**config.mk**
```make
export PLATFORM = sky130hd
export DESIGN_NAME = uart_tx_fifo
export DESIGN_NICKNAME = d
export VERILOG_FILES = /design/src/rtl/uart_tx_fifo.sv
export SDC_FILE = /design/constraint.sdc
export NUM_CORES = 1
export LEC_CHECK = 0
export CAP_MARGIN = 20
export CORE_MARGIN = 2
export CORE_UTILIZATION = 61
export DETAILED_ROUTE_END_ITERATION = 6
export PLACE_DENSITY = 0.87
export SYNTH_ARGS = -nofsm -noshare
export SYNTH_HDL_FRONTEND = slang
export SYNTH_SLANG_ARGS = --single-unit
```
**constraint.sdc**
```tcl
create_clock -name clk -period 5.4 [get_ports clk]
set_input_delay 0.81 -clock clk [delete_from_list [all_inputs] [get_ports clk]]
set_output_delay 0.81 -clock clk [all_outputs]
set_load 0.1 [all_outputs]
```
**src/rtl/uart_tx_fifo.sv**
```systemverilog
// rtl/uart_tx_fifo.sv - byte FIFO and launch sequencer feeding the UART transmitter
module uart_tx_fifo #(
  parameter int DEPTH = 16,
  localparam int AW = $clog2(DEPTH)
) (
  input  logic        clk,
  input  logic        reset,
  input  logic [7:0]  wr_data,
  input  logic        wr_en,
  input  logic        flush,
  output logic        full,
  output logic        empty,
  output logic [AW:0] count,
  output logic        overflow,
  output logic [7:0]  tx_data,
  output logic        tx_start,
  input  logic        tx_busy
);

  typedef enum logic [1:0] {ST_IDLE, ST_LAUNCH, ST_DONE} state_t;

  localparam logic [AW:0] DEPTH_CNT = (AW + 1)'(DEPTH);

  logic [7:0]    mem_q [DEPTH];
  logic [7:0]    mem_d [DEPTH];
  logic [AW-1:0] rp_q, rp_d;
  logic [AW-1:0] wp_q, wp_d;
  logic [AW:0]   count_q, count_d;
  logic          overflow_q, overflow_d;
  logic [7:0]    tx_data_q, tx_data_d;
  state_t        state_q, state_d;
  logic          wr_ok;
  logic          pop;

  assign full     = (count_q == DEPTH_CNT);
  assign empty    = (count_q == '0);
  assign count    = count_q;
  assign overflow = overflow_q;
  assign tx_data  = tx_data_q;
  assign tx_start = (state_q == ST_LAUNCH);

  // FIFO datapath: accept/reject writes, pop on launch, flush clears pointers and count
  always_comb begin
    wr_ok      = wr_en && !full && !flush;
    pop        = (state_q == ST_IDLE) && !empty && !tx_busy && !flush;
    overflow_d = wr_en && full && !flush;

    mem_d = mem_q;
    if (wr_ok) begin
      mem_d[wp_q] = wr_data;
    end

    tx_data_d = pop ? mem_q[rp_q] : tx_data_q;

    if (flush) begin
      rp_d    = '0;
      wp_d    = '0;
      count_d = '0;
    end else begin
      rp_d    = pop   ? rp_q + 1'b1 : rp_q;
      wp_d    = wr_ok ? wp_q + 1'b1 : wp_q;
      count_d = count_q;
      if (wr_ok && !pop) begin
        count_d = count_q + 1'b1;
      end else if (pop && !wr_ok) begin
        count_d = count_q - 1'b1;
      end
    end
  end

  // Launch sequencer: present a byte, hold until the transmitter takes it, wait for release
  always_comb begin
    state_d = state_q;
    case (state_q)
      ST_IDLE:   if (pop)      state_d = ST_LAUNCH;
      ST_LAUNCH: if (tx_busy)  state_d = ST_DONE;
      ST_DONE:   if (!tx_busy) state_d = ST_IDLE;
      default:                 state_d = ST_IDLE;
    endcase
  end

  // State registers; reset drops any queued bytes and the pending launch immediately
  always_ff @(posedge clk or posedge reset) begin
    if (reset) begin
      mem_q      <= '{default: '0};
      rp_q       <= '0;
      wp_q       <= '0;
      count_q    <= '0;
      overflow_q <= 1'b0;
      tx_data_q  <= 8'h00;
      state_q    <= ST_IDLE;
    end else begin
      mem_q      <= mem_d;
      rp_q       <= rp_d;
      wp_q       <= wp_d;
      count_q    <= count_d;
      overflow_q <= overflow_d;
      tx_data_q  <= tx_data_d;
      state_q    <= state_d;
    end
  end

endmodule

```
# After elaboration in Yosys (flattened, before gate mapping)

Index checks and enable logic that the tools add are counted.

Register bits after elaboration: 152
Input port bits: 13
Output and inout bits: 17
Logic and storage cells: 76

$add $sub $neg: 4
$lt $le $gt $ge: 3
Equal/unequal tests: 6
Multiplexer cells: 17
Bitwise operators: 2
Reductions and logical operators: 22

Operators with widths:

| operator            | count |
|---|---|
| $bwmux 128          | 1 |
| $bmux 8 s4          | 1 |
| $demux 8 s4         | 1 |
| $mux 8              | 3 |
| $mux 4              | 4 |
| $mux 5              | 3 |
| $ge 5x5->1 const B  | 2 |
| $logic_and 1x1->1   | 10 |
| $not 4->5           | 2 |
| $add 4x1->4 const B | 2 |
| $logic_not 1->1     | 6 |
| $mux 2              | 3 |
| $pmux 2 s3          | 1 |
| $add 5x1->5 const B | 1 |
| $eq 5x5->1 const B  | 1 |
| $logic_not 5->1     | 1 |
| $lt 5x1->1 const B  | 1 |
| $sub 5x1->5 const B | 1 |
| $ne 2x2->1 const B  | 2 |
| $reduce_bool 2->1   | 2 |
| $reduce_and 3->1    | 1 |
| $reduce_bool 3->1   | 1 |
| $eq 2x1->1 const B  | 1 |
| $eq 2x2->1 const B  | 1 |
| other kinds (2)     | 2 |

# Depth between registers and ports, before layout

Depth after elaboration: 9
Depth in mapped cells: 9
Mapped depth without buffers: 9

# Worst setup path after synthesis

No wires, ideal clock.

Kind: register to output
Start: reg count_q[0] (netlist: count[0])
End: out empty
Arrival time: 2.802 ns
Required time: 4.590 ns
Setup slack: 1.788 ns
Cell stages (with the launch flop): 3
Path buffers: 0
Path through: dfrtp_1 or4_1 nor2_1

Word-level cells in the longest chain between the ends: 1

RTL lines:

| item                   | line | RTL |
|---|---|---|
| start, declared        | 28   | `logic [AW:0] count_q, count_d;` |
| start signal, assigned | 96   | `count_q <= count_d;` |
| $logic_not 5->1        | 36   | `assign empty = (count_q == '0);` |
| end, declared          | 12   | `output logic empty,` |

Every way passes these cells.

# Worst setup path in the final report

Same ends and word-level chain as after synthesis.

==> impl_summary.log <==
[metrics] # IOs: 30
[metrics] vias in the first global route: 4,539
[metrics] top_reg_cell synth: sky130_fd_sc_hd__dfrtp_1
[metrics] drt first-iter violations: 257
[metrics] Seq cells post-synth: 152
[metrics] minimum clock period after layout: 3.63 ns
[metrics] IO buf count: 29
[metrics] core area: 0.0113 mm^2
[metrics] share of cells above drive strength 1: 42.5%
[metrics] number of antenna violations at the first check in global routing: 0
[metrics] first-pass GRT wire length: 24,200 um
[metrics] unique cell type count in the Yosys netlist: 35
[metrics] number of cells produced by synthesis: 475
[metrics] area share of the largest cell type after synthesis: 54.0%
[metrics] setup_tns: 0 ns
[metrics] number of clock sinks: 152
[metrics] global router's overall resource usage: 25.6%
[metrics] post-route DRC violation count: 0
[metrics] total area of multi-input combinational cells: 0.00310 mm^2
[metrics] share of flip-flops with an asynchronous set or reset: 100%
[metrics] # Post-CTS Setup Buffers: 0
[metrics] HPWL Detailed: 9250 um
[metrics] Die Span X: 111 um
[metrics] cells taking the most area after synthesis: sky130_fd_sc_hd__dfrtp_1 54%, sky130_fd_sc_hd__mux2_2 22%, sky130_fd_sc_hd__mux4_2 10%
[metrics] gp weighted congestion: 0.879
[metrics] sequential standard cell area: 0.00380 mm^2
[metrics] Final period util: 67.2%
[metrics] top cell type by total area after synthesis: sky130_fd_sc_hd__dfrtp_1
[metrics] Fin. Hold Viols: 0
[metrics] CP required: 4.59 ns
[metrics] number of nets still failing antenna checks after routing: 0
[metrics] minimum hold slack: 0.501 ns
[metrics] setup-violating endpoint count in the final report: 0
[metrics] worst-path maximum fanout: 7
[metrics] number of clock buffers inserted by TritonCTS: 17
[metrics] netlist area before placement: 0.00704 mm^2
[metrics] placed cell areas: 0.00742 mm^2
[metrics] Max-cap violations: 0
[metrics] maximum number of pins on one net before global-route repair: 118
[metrics] Initial Utilization: 62.2%
[metrics] type of the worst setup path: reg2out
[metrics] die height: 111 um
[metrics] maximum VDD drop: 487 uV
[metrics] maximum frequency from static timing analysis: 276 MHz
[metrics] depth of the CTS H-tree: 4
[metrics] cell types with the highest counts after synthesis: 152 x sky130_fd_sc_hd__dfrtp_1, 140 x sky130_fd_sc_hd__mux2_2, 32 x sky130_fd_sc_hd__mux4_2
[metrics] launching element type of the critical path: flop
[metrics] post-layout util: 70.7%
[metrics] count of hold-fix buffers inserted at cts: 0
[metrics] worst slew margin relative to its limit: 34.4%
[metrics] Data arrival, critical path: 2.82 ns
[metrics] Yosys warnings: 0
[metrics] wirelength, routed: 14,600 um
[metrics] Filler Cell Count: 719
[metrics] overall via count from detail_route: 4,137
[metrics] clk slew on worst S/H paths: 0.06 ns
[metrics] Lkg Pwr: 3.61 nW
[metrics] net count of the finished layout: 521
[metrics] root buffer cell: sky130_fd_sc_hd__clkbuf_16
[metrics] Clock Latency Late Sink: 0.43 ns
[metrics] standard-cell row count: 39
[metrics] worst clock skew: 0.00652 ns
[metrics] result of the run: finished clean
[metrics] number of diodes added for antenna fixing: 0
[metrics] deepest clock path buffer count: 2
[metrics] router iterations before antenna repair: 5
[metrics] portion of the post-synthesis area used by sequential elements: 54.0%
[metrics] power per unit of standard cell area: 480 mW/mm^2
[metrics] top-count cell post-synth: sky130_fd_sc_hd__dfrtp_1
[metrics] detail-routed via count per cell: 6.34
[metrics] crit end category: output pin
[metrics] post-route design area: 0.00800 mm^2
[metrics] total congestion overflow: 0
[metrics] syn_area_per_cell: 14.8 um^2
[metrics] Tightest Hold Check Type: reg2reg
[metrics] Synth Net Count: 498
[metrics] Final Slew Violations: 0
[metrics] post-CTS resize count: 0
[metrics] clock tree from TritonCTS: built
[metrics] floorplan die area: 0.0124 mm^2
[metrics] EDFF count, synth: 0
[metrics] area growth from synthesis to layout: 13.6%
[metrics] setup repair after global routing missed its margin: false
[metrics] Wirelength per Cell: 22.4 um
[metrics] Slew @ Worst Pin: 0.980 ns
layout by cell type, fill, tap and decap left out, drive strengths merged, types with 2 or more instances in the layout:
| cell | netlist | layout |
|---|---|---|
| buf | 12 | 4 |
| a21oi | 13 | 13 |
| clkdlybuf4s50 | 0 | 29 |
| nand2b | 6 | 6 |
| ha | 9 | 9 |
| xnor2 | 4 | 4 |
| or4 | 2 | 2 |
| nand4 | 2 | 2 |
| mux4 | 32 | 32 |
| nand3 | 4 | 4 |
| xor2 | 4 | 4 |
| a21boi | 3 | 3 |
| inv | 6 | 6 |
| nor2 | 23 | 23 |
| nand2 | 8 | 8 |
| mux2 | 140 | 140 |
| dfrtp | 152 | 152 |
| nand3b | 4 | 4 |
| a21o | 2 | 2 |
| bufinv | 0 | 2 |
| o22ai | 17 | 17 |
| or3 | 6 | 6 |
| clkbuf | 17 | 28 |
cell type report:
cell class / count / share of cell area [%]
flip-flops and latches: 152 / 47.6
multi-input cells: 288 / 38.7
clock buffers: 28 / 6.08
repair buffers: 33 / 4.25
well taps: 143 / 2.24
clock inverters: 3 / 0.813
inverters: 6 / 0.344
state kept, by name, indices dropped and copies added (netlist names):
register,count
overflow,1
tx_data,8
state_q,2
mem_q,128
count,5
wp_q,4
rp_q,4
through the flow:
stage	power [mW]	setup slack, ns	cells
after floorplan	2.42	0.497	475
after global placement	2.66	1.99	621
after detailed placement	2.72	1.82	621
after CTS	3.85	1.75	652
after global routing	4.00	1.68	653
final	3.84	1.77	653
cells by family after synthesis:
group | after synthesis | share of synthesized area (%)
buf+inv | 35 | 2.04
xor+xnor | 8 | 0.995
mux | 173 | 32.8
flops | 152 | 54.0
compound gates | 37 | 3.43
fa+ha+maj | 10 | 1.88
simple gates | 60 | 4.90
layer usage:
layer	share of wire (%)	wire (um)	global-route usage, %	up-vias
met1	40	5900	32.4	2183
met2	52	7600	43.1	121
li1	-	-	-	1807
met4	2.0	291	9.22	0
met5	0	0	0	-
met3	5.7	828	6.80	26
worst max-delay path, stage by stage (launching register included):
cell and delay [ns]:
sky130_fd_sc_hd__dfrtp_1 0.47, sky130_fd_sc_hd__or4_1 0.63, sky130_fd_sc_hd__nor2_1 0.15, sky130_fd_sc_hd__clkdlybuf4s50_1 1.15
report_power, final:
part	switching [mW]	total, mW	internal [mW]
combinational	0.754	1.24	0.483
sequential	0.158	1.48	1.32
clock	0.425	1.13	0.702
final timing paths:
check                                           start                     to  slack [ns]  depth (start not counted)
worst max-delay path             count[0]$_DFFE_PP0P_                  empty        1.77                          3
worst min-delay path            mem_q[17]$_DFFE_PP0P_  mem_q[17]$_DFFE_PP0P_        0.50                          1
worst max register to register   count[0]$_DFFE_PP0P_   count[4]$_DFFE_PP0P_        2.44                          9
worst min register to register  mem_q[17]$_DFFE_PP0P_  mem_q[17]$_DFFE_PP0P_        0.50                          1
max in group asynchronous                       reset  mem_q[57]$_DFFE_PP0P_        3.91                          3
min in group asynchronous                       reset  mem_q[96]$_DFFE_PP0P_        0.72                          2
(Power assumes the default switching activity.)
